===== src/rtl/compass_disp_pkg.sv =====
// Shared definitions for the compass heading display: converter FSM encoding,
// active-low 7-segment patterns ({g,f,e,d,c,b,a}) and the digit decoder.
package compass_disp_pkg;

  typedef enum logic [1:0] {
    StIdle  = 2'd0,
    StLoad  = 2'd1,
    StShift = 2'd2,
    StDone  = 2'd3
  } conv_state_e;

  localparam logic [8:0] HeadingMax = 9'd359;
  localparam logic [3:0] ShiftIters = 4'd9;

  localparam logic [6:0] Seg0     = 7'b1000000;
  localparam logic [6:0] Seg1     = 7'b1111001;
  localparam logic [6:0] Seg2     = 7'b0100100;
  localparam logic [6:0] Seg3     = 7'b0110000;
  localparam logic [6:0] Seg4     = 7'b0011001;
  localparam logic [6:0] Seg5     = 7'b0010010;
  localparam logic [6:0] Seg6     = 7'b0000010;
  localparam logic [6:0] Seg7     = 7'b1111000;
  localparam logic [6:0] Seg8     = 7'b0000000;
  localparam logic [6:0] Seg9     = 7'b0010000;
  localparam logic [6:0] SegBlank = 7'b1111111;
  localparam logic [6:0] SegN     = 7'b0101011;
  localparam logic [6:0] SegE     = 7'b0000110;
  localparam logic [6:0] SegS     = 7'b0010010;
  localparam logic [6:0] SegW     = 7'b1010101;

  function automatic logic [6:0] seg_digit(input logic [3:0] d);
    logic [6:0] s;
    case (d)
      4'd0:    s = Seg0;
      4'd1:    s = Seg1;
      4'd2:    s = Seg2;
      4'd3:    s = Seg3;
      4'd4:    s = Seg4;
      4'd5:    s = Seg5;
      4'd6:    s = Seg6;
      4'd7:    s = Seg7;
      4'd8:    s = Seg8;
      4'd9:    s = Seg9;
      default: s = SegBlank;
    endcase
    return s;
  endfunction

endpackage


===== src/rtl/bin2bcd_seq.sv =====
// Sequential double-dabble converter: 9-bit binary to 3-digit BCD,
// IDLE -> LOAD -> SHIFT (9 cycles) -> DONE, restartable directly from DONE.
module bin2bcd_seq
  import compass_disp_pkg::*;
(
  input  logic        clk,
  input  logic        reset,
  input  logic        start,
  input  logic [8:0]  bin,
  output logic        busy,
  output logic        done,
  output logic [11:0] bcd
);

  conv_state_e state_q;
  logic [8:0]  bin_q;
  logic [20:0] sh_q;
  logic [3:0]  iter_q;

  // Add-3 on every BCD digit >= 5, then shift the whole register left by one.
  function automatic logic [20:0] dabble(input logic [20:0] s);
    logic [20:0] t;
    t = s;
    for (int k = 0; k < 3; k++) begin
      if (t[9+4*k +: 4] >= 4'd5) t[9+4*k +: 4] = t[9+4*k +: 4] + 4'd3;
    end
    return {t[19:0], 1'b0};
  endfunction

  always_ff @(posedge clk or posedge reset) begin
    if (reset) begin
      state_q <= StIdle;
      bin_q   <= '0;
      sh_q    <= '0;
      iter_q  <= '0;
    end else begin
      unique case (state_q)
        StIdle: begin
          if (start) begin
            bin_q   <= bin;
            state_q <= StLoad;
          end
        end
        StLoad: begin
          sh_q    <= {12'd0, bin_q};
          iter_q  <= '0;
          state_q <= StShift;
        end
        StShift: begin
          sh_q   <= dabble(sh_q);
          iter_q <= iter_q + 4'd1;
          if (iter_q == ShiftIters - 4'd1) state_q <= StDone;
        end
        StDone: begin
          if (start) begin
            bin_q   <= bin;
            state_q <= StLoad;
          end else begin
            state_q <= StIdle;
          end
        end
        default: state_q <= StIdle;
      endcase
    end
  end

  assign busy = (state_q != StIdle);
  assign done = (state_q == StDone);
  assign bcd  = sh_q[20:9];

endmodule


===== src/rtl/heading_display.sv =====
// Compass heading on a 4-digit multiplexed 7-segment display with a one-deep pending slot.
// HEADING_DISPLAY_DIR_LETTER_EN adds a cardinal letter (n/E/S/W) on the leftmost digit.
module heading_display
  import compass_disp_pkg::*;
#(
  parameter int unsigned SCAN_DIV = 25000
) (
  input  logic       clk,
  input  logic       reset,
  input  logic [8:0] heading,
  input  logic       data_valid,
  output logic [3:0] an,
  output logic [6:0] seg,
  output logic       dp,
  output logic       busy
);

  localparam int unsigned CntW = (SCAN_DIV > 1) ? $clog2(SCAN_DIV) : 1;

  logic [8:0]      heading_sat;
  logic            pend_q;
  logic [8:0]      pend_val_q;
  logic            start;
  logic [8:0]      start_bin;
  logic            conv_done;
  logic [11:0]     conv_bcd;
  logic [11:0]     bcd_q;
  logic [CntW-1:0] cnt_q;
  logic [1:0]      idx_q;
  logic [6:0]      digit_seg;
  logic [6:0]      letter_seg;

  assign heading_sat = (heading > HeadingMax) ? HeadingMax : heading;

  // A pulse landing in DONE is newer than anything pending, so it is started directly.
  assign start     = (data_valid && !busy) || (conv_done && (data_valid || pend_q));
  assign start_bin = data_valid ? heading_sat : pend_val_q;

  bin2bcd_seq u_conv (
    .clk   (clk),
    .reset (reset),
    .start (start),
    .bin   (start_bin),
    .busy  (busy),
    .done  (conv_done),
    .bcd   (conv_bcd)
  );

  always_ff @(posedge clk or posedge reset) begin
    if (reset) begin
      pend_q     <= 1'b0;
      pend_val_q <= '0;
      bcd_q      <= '0;
    end else begin
      if (conv_done) begin
        pend_q <= 1'b0;
        bcd_q  <= conv_bcd;
      end else if (busy && data_valid) begin
        pend_q     <= 1'b1;
        pend_val_q <= heading_sat;
      end
    end
  end

`ifdef HEADING_DISPLAY_DIR_LETTER_EN
  logic [9:0] disp_val;

  assign disp_val = 10'(bcd_q[11:8]) * 10'd100 + 10'(bcd_q[7:4]) * 10'd10 + 10'(bcd_q[3:0]);

  always_comb begin
    letter_seg = SegN;
    if (disp_val >= 10'd315)      letter_seg = SegN;
    else if (disp_val >= 10'd225) letter_seg = SegW;
    else if (disp_val >= 10'd135) letter_seg = SegS;
    else if (disp_val >= 10'd45)  letter_seg = SegE;
  end
`else
  assign letter_seg = SegBlank;
`endif

  always_comb begin
    digit_seg = SegBlank;
    unique case (idx_q)
      2'd0: digit_seg = seg_digit(bcd_q[3:0]);
      2'd1: if (bcd_q[11:4] != 8'd0) digit_seg = seg_digit(bcd_q[7:4]);
      2'd2: if (bcd_q[11:8] != 4'd0) digit_seg = seg_digit(bcd_q[11:8]);
      2'd3: digit_seg = letter_seg;
      default: digit_seg = SegBlank;
    endcase
  end

  // an and seg come from the same index on the same edge, so they never disagree.
  always_ff @(posedge clk or posedge reset) begin
    if (reset) begin
      cnt_q <= '0;
      idx_q <= '0;
      an    <= 4'b1111;
      seg   <= SegBlank;
    end else begin
      if (cnt_q == CntW'(SCAN_DIV - 1)) begin
        cnt_q <= '0;
        idx_q <= idx_q + 2'd1;
      end else begin
        cnt_q <= cnt_q + 1'b1;
      end
      an  <= ~(4'b0001 << idx_q);
      seg <= digit_seg;
    end
  end

  assign dp = 1'b1;

endmodule

===== config.mk =====
export PLATFORM = sky130hd
export DESIGN_NAME = heading_display
export DESIGN_NICKNAME = d
export VERILOG_FILES = /design/src/rtl/compass_disp_pkg.sv /design/src/rtl/bin2bcd_seq.sv /design/src/rtl/heading_display.sv
export SDC_FILE = /design/constraint.sdc
export NUM_CORES = 1
export LEC_CHECK = 0
export ABC_CLOCK_PERIOD_IN_PS = 6200
export BUFFER_PORTS_ARGS = -buffer_cell sky130_fd_sc_hd__clkbuf_2
export CAP_MARGIN = 40
export CORE_UTILIZATION = 40
export DETAILED_ROUTE_END_ITERATION = 10
export GPL_TIMING_DRIVEN = 0
export PLACE_DENSITY = 0.59
export SETUP_SLACK_MARGIN = 0.05
export SLEW_MARGIN = 40
export SYNTH_ARGS = -nofsm -noshare
export SYNTH_HDL_FRONTEND = slang
export SYNTH_SLANG_ARGS = --single-unit

===== constraint.sdc =====
create_clock -name clk -period 6.2 [get_ports clk]
set_clock_uncertainty 0.05 [all_clocks]
set_input_delay 0.31 -clock clk [delete_from_list [all_inputs] [get_ports clk]]
set_output_delay 0.31 -clock clk [all_outputs]
set_load 0.005 [all_outputs]

After elaboration in Yosys (flattened, before gate mapping)
Memories as Yosys holds them, arrays and structs flattened. Cells that the tools add are included.

Input port bits: 12. Register bits after elaboration: 86. Memories kept: 3. Memory bits (read-only): 336. Output and inout port bits: 13.

$add $sub $neg: 6. Reduce and logical (&&, ||, !) cells: 17. Equal/unequal tests: 10. Shift operators: 1. Mux-type cells: 17. Bitwise gates (word level): 2. $lt $le $gt $ge: 4.

Memories: (name not given) (depth 16, bits a word 7, read ports 1, clocked after memory_dff 0, write ports 0, RTL line compass_disp_pkg.sv:33) `case (d)`; (name not given) (depth 16, bits a word 7, read ports 1, clocked after memory_dff 0, write ports 0, RTL line compass_disp_pkg.sv:33); (name not given) (depth 16, bits a word 7, read ports 1, clocked after memory_dff 0, write ports 0, RTL line compass_disp_pkg.sv:33).

Operators with widths (count): 21-bit case mux with 2 select lines (1); 7-bit case mux with 4 select lines (1); 9-bit two-way mux (2); 15-bit by 1-bit adder with 15-bit output (second input constant) (1); 15-bit == test (second input constant) (1); 15-bit two-way mux (1); 7-bit two-way mux (2); 4-bit by 3-bit >= comparator with 1-bit output (second input constant) (3); 9-bit > comparator (second input constant) (1); 4-bit by 2-bit adder with 4-bit output (second input constant) (2); 2-bit == test (second input constant) (4); 4-bit two-way mux (2); 2-bit case mux with 4 select lines (1); 4-bit case mux with 2 select lines (1); 8-bit nonzero test (1); 2-bit AND reduction (3); 2-bit nonzero test (3); 4-bit by 1-bit adder with 4-bit output (second input constant) (1); 2-bit by 1-bit == test with 1-bit output (second input constant) (2); 4-bit == test (second input constant) (1); 2-bit zero test (2); 2-bit two-way mux (2); 4-bit inverter (1); 4-bit nonzero test (1); other kinds (12) (17).

Longest topological paths before layout
Gate-level depths: netlist of the first run.

Word-level depth: 6. Gate-level depth with buffers: 7. Mapped depth without buffers: 6.

Cells and area by module
A second synthesis of the first run with hierarchy kept.

Cells, all modules: 478. Area, all modules: 4793.3 sq um.

Modules (own cells, without submodules): heading_display (seq. area each 1265.0 sq um, cells each 301, area each 2842.7 sq um, instances 1); bin2bcd_seq (seq. area each 900.9 sq um, cells each 177, area each 1950.6 sq um, instances 1).

Least setup slack after synthesis of the first run
Ideal clock, no wire load.

Kind: register to register. Start: register bcd_q[9]. End: register seg[2]. Buffers on the path: 0. Setup time: 82 ps. Path slack: 4419 ps. Required time: 6068 ps. Arrival: 1650 ps. Stages on the path, launching flop included: 7. Cells stage by stage: dfrtp_1 inv_1 ha_1 nor4bb_4 nor2_2 o311a_1 a22oi_1.

Cells in the longest elaborated chain, start to end: 3. Elaborated cells on any way between the ends: 6. Those cells by class: 3 x mux; 2 x reduce/logical; 1 x memory.

Ends and longest elaborated chain: start, declared (RTL line heading_display.sv:27) `logic [11:0] bcd_q;`; start signal, assigned (RTL line heading_display.sv:57) `bcd_q <= conv_bcd;`; memory read 16 x 7 bit, or another cell as far along; 7-bit two-way mux, on equally long branches (RTL line heading_display.sv:86, heading_display.sv:85); 7-bit case mux with 4 select lines * (RTL line heading_display.sv:83) `unique case (idx_q)`; via digit_seg[2] (RTL line heading_display.sv:30) `logic [6:0] digit_seg;`; end signal, assigned (RTL line heading_display.sv:98) `seg <= SegBlank;`; end signal, assigned (RTL line heading_display.sv:107) `seg <= digit_seg;`; end, declared (RTL line heading_display.sv:13) `output logic [6:0] seg,`.

Mark *: on every way through the listed nets, which the timed path passes. The rest lies on a longest branch. A chain may end at the register's enable or synchronous reset.

Worst setup path after layout of the first run
Ends and elaborated chain as after synthesis.

==> results of run 1 <==
sequential cells by signal (all words and copies together) (netlist names):
signal / count
pend_q: 1
u_conv.state_q: 2
u_conv.iter_q: 4
cnt_q: 15
pend_val_q: 9
bcd_q: 12
seg: 7
an: 4
u_conv.sh_q: 21
idx_q: 2
u_conv.bin_q: 9
what timing repair did:
action                     CTS  global route
hold endpoints to repair    42             0
setup endpoints to repair    0             0
hold buffers                 1             0
per-stage QoR:
stage          total power [mW]  instance area [um^2]
2_1_floorplan             1.237                  4609
3_3_place_gp              1.395                  4895
3_5_place_dp              1.422                  4920
4_1_cts                   1.934                  5199
5_1_grt                   2.062                  5199
6_report                  1.903                  5199
worst max path at each step:
stage,endpoint,depth (start not counted),from,slack [ps]
floorplan,bcd_q[0],1,reset,3640
global placement,idx_q[0],2,reset,2610
detailed placement,seg[2],6,bcd_q[9],4090
CTS,seg[2],6,bcd_q[9],4080
global route,seg[2],6,bcd_q[9],3890
finish,seg[2],6,bcd_q[9],4070
metal layers:
layer / wire [um] / global-route usage [%] / up-vias
li1: - / - / 1721
met1: 4281 / 22.53 / 1643
met2: 4302 / 27.67 / 67
met5: 0 / 0 / -
met3: 319 / 4.327 / 13
met4: 159 / 6.667 / 0
power by group through the flow:
stage,clock network (mW),logic (mW),registers [mW]
2_1_floorplan,0,0.466,0.771
3_3_place_gp,0,0.609,0.786
3_5_place_dp,0,0.632,0.790
4_1_cts,0.519,0.634,0.781
5_1_grt,0.538,0.728,0.796
6_report,0.500,0.625,0.779
worst reg2reg max path, stage by stage, from the launching register on:
cell      delay (ps)
dfrtp_1          440
inv_1            200
ha_1             300
nor4bb_4         500
nor2_2            50
o311a_1          290
a22oi_1          220
cells in the final DEF, fill, tap and decap left out, types with 4 or more instances in the layout:
master	count
nand2b_1	10
nor3_1	7
clkbuf_1	12
dfrtp_1	75
ha_1	33
xnor2_1	8
nand3b_1	4
a22o_1	4
dfstp_2	11
nor2_1	38
inv_1	31
buf_2	6
o21ai_0	42
clkbuf_16	9
nor2b_1	4
nand2_1	51
xor2_1	8
clkbuf_2	22
mux2i_1	13
mux2_2	7
a21oi_1	31
nand3_1	11
o211ai_1	4
o22ai_1	5
final cells by class:
class,count,area [um^2],area share (%)
Sequential cell,86,2166,41.66
Inverter,32,125.1,2.407
Buffer,20,90.09,1.733
Clock inverter,1,5.005,0.09627
Timing Repair Buffer,24,140.1,2.696
Tap cell,140,175.2,3.369
Multi-Input combinational cell,337,2233,42.96
Clock buffer,14,264.0,5.078
cells by family after synthesis:
| family | count (synthesis) | synth area share, % |
|---|---|---|
| AO/OA/AOI/OAI | 121 | 16.31 |
| XOR/XNOR | 16 | 3.040 |
| adder cells (fa/ha/maj) | 33 | 8.958 |
| buffers and inverters | 52 | 4.560 |
| flip-flops | 86 | 46.99 |
| multiplexers | 20 | 4.533 |
| other | 1 | 0.08136 |
| AND/OR/NAND/NOR | 146 | 15.53 |
==> impl_metrics.toml, run 1 <==
[outcome]
status = "finished clean"

[final_layout]
final_cells = 654
fillers = 1046
finalNetCount = 555
final_core_util_pct = 47.13
syn2layout_area_growth_pct = 12.79
drive_gt1_share_pct = 13.04
diodes = 0

[pwr]
leakagePower_nw = 2.329
power.internal_mw = 1.231
power_density_nw_per_um2 = 366.1
power.share.clock_pct = 26.2
swShare_pct = 35.34
power.switching_mw = 0.6726
power.share.sequential_pct = 40.9
comb_power_share_pct = 32.8
irDropWorstVdd_v = 0.0002863

[synthesis]
synth_top_cell_by_area = "dfrtp_1"
ys_ff_latch = 86
netlist_area_um2 = 4609
synth.avg_cell_area_um2 = 9.704
yosys_most_used_dff = "dfrtp_1"
synth_cell_types = 58
ys_seq_area_share_pct = 46.99
syn_nets = 520
synth_top_area_share_pct = 40.72
synth_area_leaders = "dfrtp_1, ha_1, dfstp_2"
netlist_top_cells_count = "dfrtp_1, nand2_1, o21ai_0, nor2_1, ha_1"
yosys_warnings = 0
synth_edf_count = 0
synth_cells = 475
async_flop_share_pct = 100.0
synth.most_common_cell = "dfrtp_1"

[timing]
period_minus_slack_ps = 2132
period_share_pct = 34.38
fmax_mhz = 469.1
tightestPinTransition_ps = 660.7
hold_violations = 0
setup_viol = 0
drv_slew = 0
holdWs_ps = 158.5
setup_ws_ps = 4068
fin_setup_tns_ps = 0
max-slew-margin-rel_pct = 55.62
rsz0062_at_grt = "no"

[route]
drc = 0
via_per_inst = 5.266
routed_wl_um = 9062
drt-initial-drc-count = 142
avgRoutedWirePerCell_um = 13.86
final_antenna_net_count = 0
first_pass_iters = 4
vias = 3444

[floorplanning]
die-area_um2 = 11960
core_um2 = 11030
rows = 38
die_x_um = 109.3
start_util_pct = 41.79
io_pins = 25
die_y_um = 109.3

[clock_tree]
cts_root_buf = "clkbuf_16"
tritoncts = "yes"
post_cts_buffers = 0
clock_latency_ps = 340
post_cts_resized = 0
path_clk_slew_ps = 60
clock_sinks = 86
htreeDepth = 3
cts_max_path_buffers = 2
cts_buffers = 9

[global_routing]
grt-ovfl-total = 0
grt_pass1_vias = 3376
grt_use_total_pct = 17.29
grt_pass1_wl_um = 15940
grt_max_degree = 45
grt_antenna_before_repair = 0

[setup_path]
crit_chain = "inv_1 > ha_1 > nor4bb_4 > nor2_2 > o311a_1 > a22oi_1"
r2r_cells = 6
r2r_slack_ps = 4070
arrival_ps = 2330
endpoint_kind = "flip-flop"
start_kind = "flip-flop"
crit_family = "simple AND/OR/NAND/NOR gates"
critPathMaxFanout = 6
critPathRequiredTime_ps = 6400
r2r-end = "seg[2]"
max_stage_delay_ps = 500
cp_num_buf_inv = 1
r2r-start = "bcd_q[9]"
cp_slowest_cell = "nor4bb_4"
critical_path_class = "reg -> reg"

[placed_design]
place.gp.congestion = 0.8111
hpwl_um = 6506
dp.cells = 638
io_buffers = 22
pre_cts_slack_ps = 4086

[flow_run]
maxCapViolCount = 0

[worst_hold_path]
min_to = "pend_val_q[3]"
hold_depth = 3
min_path_type = "in -> reg"
min_from = "heading[3]"
Power figures use the tool's default switching activity.
==> run 2: changes to the inputs <==
- ABC_CLOCK_PERIOD_IN_PS: 6200 -> 2100
- clock period: 6.2 -> 2.1 ns (I/O delays scaled with it)
==> run 2 against run 1 <==
Power rose to 3.1 times the previous value. Critical path depth increased by 1. Cell area grew 3.9%. Clock power rose to 3.3 times the previous value. Via count grew 2.2%. Wire length grew 3.5%.
==> impl_metrics.toml, run 2 (synthesis gave the netlist of run 1 again) <==
[final_layout]
finalNetCount = 568
top_register = "u_conv.sh_q"
syn2layout_area_growth_pct = 17.24
most-common-layout-cells = "dfrtp_1, nand2_1, o21ai_0, nor2_1, ha_1"
drive_gt1_share_pct = 15.56
final_core_util_pct = 48.99
diodes = 0
reg_top3 = "u_conv.sh_q: 21 flops, cnt_q: 15 flops, bcd_q: 12 flops"
largest_reg_flops = 21
final_common_cell = "dfrtp_1"

[setup_path]
critPathRequiredTime_ps = 2300
cp_slowest_cell = "dfrtp_2"
critical_path_class = "reg -> reg"
max_stage_delay_ps = 430
crit_chain = "inv_2 > ha_2 > nor4bb_4 > buf_4 > or4_1 > a32oi_2 > a21boi_1"
cp_num_buf_inv = 2
start_kind = "flip-flop"
crit_family = "simple AND/OR/NAND/NOR gates"
critPathMaxFanout = 6
arrival_ps = 2160
endpoint_kind = "flip-flop"

[clock_tree]
cts_max_path_buffers = 2
cts_root_buf = "clkbuf_16"
clock_sinks = 86
cts_buffers = 9
htreeDepth = 3
tritoncts = "yes"
path_clk_slew_ps = 60
clock_latency_ps = 340

[floorplanning]
die-area_um2 = 11960
start_util_pct = 41.79
rows = 38
io_pins = 25
die_y_um = 109.3
die_x_um = 109.3
core_um2 = 11030

[global_routing]
grt-ovfl-total = 0
grt_antenna_before_repair = 0
grt_use_total_pct = 17.67
grt_pass1_wl_um = 16320
grt_pass1_vias = 3532
grt_max_degree = 26

[timing]
period_minus_slack_ps = 1963
drv_slew = 0
fin_setup_tns_ps = 0
rsz0062_at_grt = "no"
hold_violations = 0
setup_viol = 0
tightestPinTransition_ps = 682.5
period_share_pct = 93.46
max-slew-margin-rel_pct = 54.15
fmax_mhz = 509.5

[flow_run]
maxCapViolCount = 0

[route]
vias = 3521
drt-initial-drc-count = 114
wl_met2_um = 4648
avgRoutedWirePerCell_um = 14.07
met1_length_um = 4298
top_layer = "met4"
final_antenna_net_count = 0
drc = 0
routed-wl-met3_um = 290
routed_wl_um = 9383
via_per_inst = 5.279
first_pass_iters = 5

[placed_design]
io_buffers = 22
place.gp.congestion = 0.7940
hpwl_um = 6813

[pwr]
power_density_nw_per_um2 = 1082
irDropWorstVdd_v = 0.0008326
leakagePower_nw = 2.413

[outcome]
status = "finished clean"

[worst_hold_path]
min_path_type = "in -> reg"
## run 2: cell types whose count changed in the layout (fill, tap and decap cells not counted), sizes merged
cell         delta
dlygate4sd3     +6
bufinv          +2
clkbuf          -2
clkinvlp        +2
buf             +6
inv             -1
## run 2: metal layers
| layer | vias to the layer above | track usage, % |
|---|---|---|
| met2 | 72 | 30.01 |
| li1 | 1750 | - |
| met3 | 12 | 3.912 |
| met4 | 0 | 7.333 |
| met1 | 1687 | 21.67 |
| met5 | - | 0 |
## run 2: repair_timing
item,4_1_cts,5_1_grt
gates resized for setup,0,7
cloned,0,0
hold buffers,7,0
hold endpoints to repair,23,0
setup endpoints to repair,1,8
setup buffers,0,5
pin swaps,1,0
## run 2: worst min-delay path: stages
cell      delay (ps)
clkbuf_2         120
nand3b_1          90
nand2_1           40
## run 2: final cells by class
type	instances	area, um^2
multi-input cells	337	2248
fillers	1059	5627
inverters	32	123.9
plain buffers	20	91.34
clock inverters	4	72.57
repair buffers	37	292.8
flip-flops and latches	86	2167
well taps	140	175.2
clock buffers	11	232.7
## run 2: path summary, 6_finish.rpt
path                                  to  slack (ps)  cells past startpoint           from
hold reg to reg            pend_val_q[1]         430                      2  pend_val_q[1]
setup reg to reg                  seg[0]         140                      7       bcd_q[9]
hold / removal             pend_val_q[7]          10                      3     heading[7]
min in group asynchronous       bcd_q[1]         310                      3          reset
max in group asynchronous         seg[6]        1160                      4          reset
setup / recovery                  seg[0]         140                      7       bcd_q[9]
## run 2: power by group
group | switching (mW) | internal [mW] | total [mW]
combinational | 1.17 | 0.712 | 1.88
clock | 0.629 | 1.03 | 1.66
sequential | 0.216 | 2.09 | 2.30
## run 2: stage by stage
stage                     setup WS [ps]  area, um^2  hold WS [ps]  power, mW  instances
after floorplan                   318.5        4613         160.4      3.652        475
after global placement            42.81        4898         305.8      4.123        637
after detailed placement          1.648        4974         118.8      4.213        640
after CTS                         71.86        5349         3.213      5.913        662
after global routing              56.86        5404         37.44      6.325        667
final                             137.3        5404         12.07      5.845        667
==> run 3: changes to the inputs <==
==> constraint.sdc (replaced) <==
create_clock -name clk -period 2.1 [get_ports clk]
set_clock_uncertainty 0.05 [all_clocks]
set_input_delay 0 -clock clk [delete_from_list [all_inputs] [get_ports clk]]
set_output_delay 0 -clock clk [all_outputs]
set_load 0.005 [all_outputs]
==> run 3 against run 2 <==
Global-route usage increased by 0.17 points. Largest power group unchanged. Via count increased by 0.51%. Non-clock buffer count increased by 4. Sequential power about the same. Wire length increased by 0.75%. Cell area increased by 0.74%. First-iteration DRC count increased by 2.6%.
==> impl_metrics.toml, run 3 (synthesis gave the netlist of run 1 again) <==
[global_routing]
grt-ovfl-total = 0
grt_use_total_pct = 17.83
grt_antenna_before_repair = 0
grt_pass1_wl_um = 16480
grt_pass1_vias = 3575
grt_max_degree = 26

[setup_path]
arrival_ps = 2160
start_kind = "flip-flop"
critical_path_class = "reg -> reg"
endpoint_kind = "flip-flop"
critPathRequiredTime_ps = 2300
critPathMaxFanout = 6

[final_layout]
largest_reg_flops = 21
reg_top3 = "u_conv.sh_q: 21 flops, cnt_q: 15 flops, bcd_q: 12 flops"
final_area_um2 = 5444
drive_gt1_share_pct = 15.44
fillers = 1057
most-common-layout-cells = "dfrtp_1, nand2_1, o21ai_0, nor2_1, ha_1"
final_core_util_pct = 49.35
finalNetCount = 572
syn2layout_area_growth_pct = 18.11
diodes = 0
top_register = "u_conv.sh_q"
final_common_cell = "dfrtp_1"

[clock_tree]
cts_max_path_buffers = 2
tritoncts = "yes"
clock_sinks = 86
htreeDepth = 3
clock_latency_ps = 340
cts_buffers = 9
cts_root_buf = "clkbuf_16"
path_clk_slew_ps = 60

[floorplanning]
die-area_um2 = 11960
rows = 38
start_util_pct = 41.79
die_x_um = 109.3
io_pins = 25
core_um2 = 11030
die_y_um = 109.3

[timing]
setup_viol = 0
setup_ws_ps = 139.7
drv_slew = 0
holdWs_ps = 196.1
fin_setup_tns_ps = 0
hold_violations = 0
max-slew-margin-rel_pct = 53.66
fmax_mhz = 510.1
period_minus_slack_ps = 1960
tightestPinTransition_ps = 689.9
period_share_pct = 93.35
rsz0062_at_grt = "no"

[route]
avgRoutedWirePerCell_um = 14.09
drc = 0
drt-initial-drc-count = 117
vias = 3539
via_per_inst = 5.274
routed_wl_um = 9453
first_pass_iters = 5
final_antenna_net_count = 0

[pwr]
irDropWorstVdd_v = 0.0008307
power_density_nw_per_um2 = 1076
leakagePower_nw = 2.430

[flow_run]
maxCapViolCount = 0

[placed_design]
io_buffers = 22
place_area_um2 = 4974
place.gp.congestion = 0.7940
pre_cts_slack_ps = 1.648
hpwl_um = 6813

[worst_hold_path]
min_path_type = "in -> async"

[outcome]
status = "finished clean"
-- run 3: cell types whose count changed in the layout (fill, tap and decap cells not counted) --
cell,previous run,this run
dlygate4sd3_1,7,11
-- run 3: worst max-delay path: stages, from the launching register on --
cell and delay [ps]:
dfrtp_2 430, inv_2 90, ha_2 210, nor4bb_4 180
buf_4 150, or4_1 420, a32oi_2 250, a21boi_1 100
-- run 3: worst paths after layout --
check	start	end	slack, ps	cells after the start
max	bcd_q[9]	seg[0]	140	7
min	reset	bcd_q[1]	200	3
max reg2reg	bcd_q[9]	seg[0]	140	7
min reg2reg	pend_val_q[7]	pend_val_q[7]	430	2
max in group asynchronous	reset	seg[6]	1270	4
min in group clk	heading[2]	pend_val_q[2]	400	4
-- run 3: timing repair --
action                                 CTS  global route
resized for setup                        0             7
hold buffers                            11             0
setup buffers                            0             5
pin swaps                                1             0
endpoints found under the hold margin   54             0
setup endpoints to repair                1             8
-- run 3: cell type report --
| type | count | area [um^2] | area share, % |
|---|---|---|---|
| plain buffers | 20 | 91.34 | 1.678 |
| clock buffers | 11 | 232.7 | 4.275 |
| clock inverters | 4 | 72.57 | 1.333 |
| inverters | 32 | 123.9 | 2.275 |
| multi-input cells | 337 | 2248 | 41.30 |
| flip-flops and latches | 86 | 2167 | 39.81 |
| well taps | 140 | 175.2 | 3.218 |
| repair buffers | 41 | 332.8 | 6.114 |
-- run 3: per-stage QoR --
step	power, mW	cells
2_1_floorplan	3.652	475
3_3_place_gp	4.123	637
3_5_place_dp	4.213	640
4_1_cts	5.919	666
5_1_grt	6.332	671
6_report	5.855	671
-- run 3: report_power, final --
part           internal [mW]  leakage, nW  total (mW)  switching (mW)
Clock                   1.03        0.146        1.67           0.632
Sequential              2.09         1.08        2.30           0.215
Combinational          0.717         1.20        1.89            1.17
Total                   3.84         2.43        5.86            2.02
-- run 3: metal layers --
| layer | track usage, % | wire length [um] | vias to the layer above |
|---|---|---|---|
| li1 | - | - | 1758 |
| met1 | 21.63 | 4303 | 1685 |
| met2 | 30.64 | 4656 | 80 |
| met3 | 3.912 | 303 | 16 |
| met4 | 7.333 | 189 | 0 |
| met5 | 0 | 0 | - |
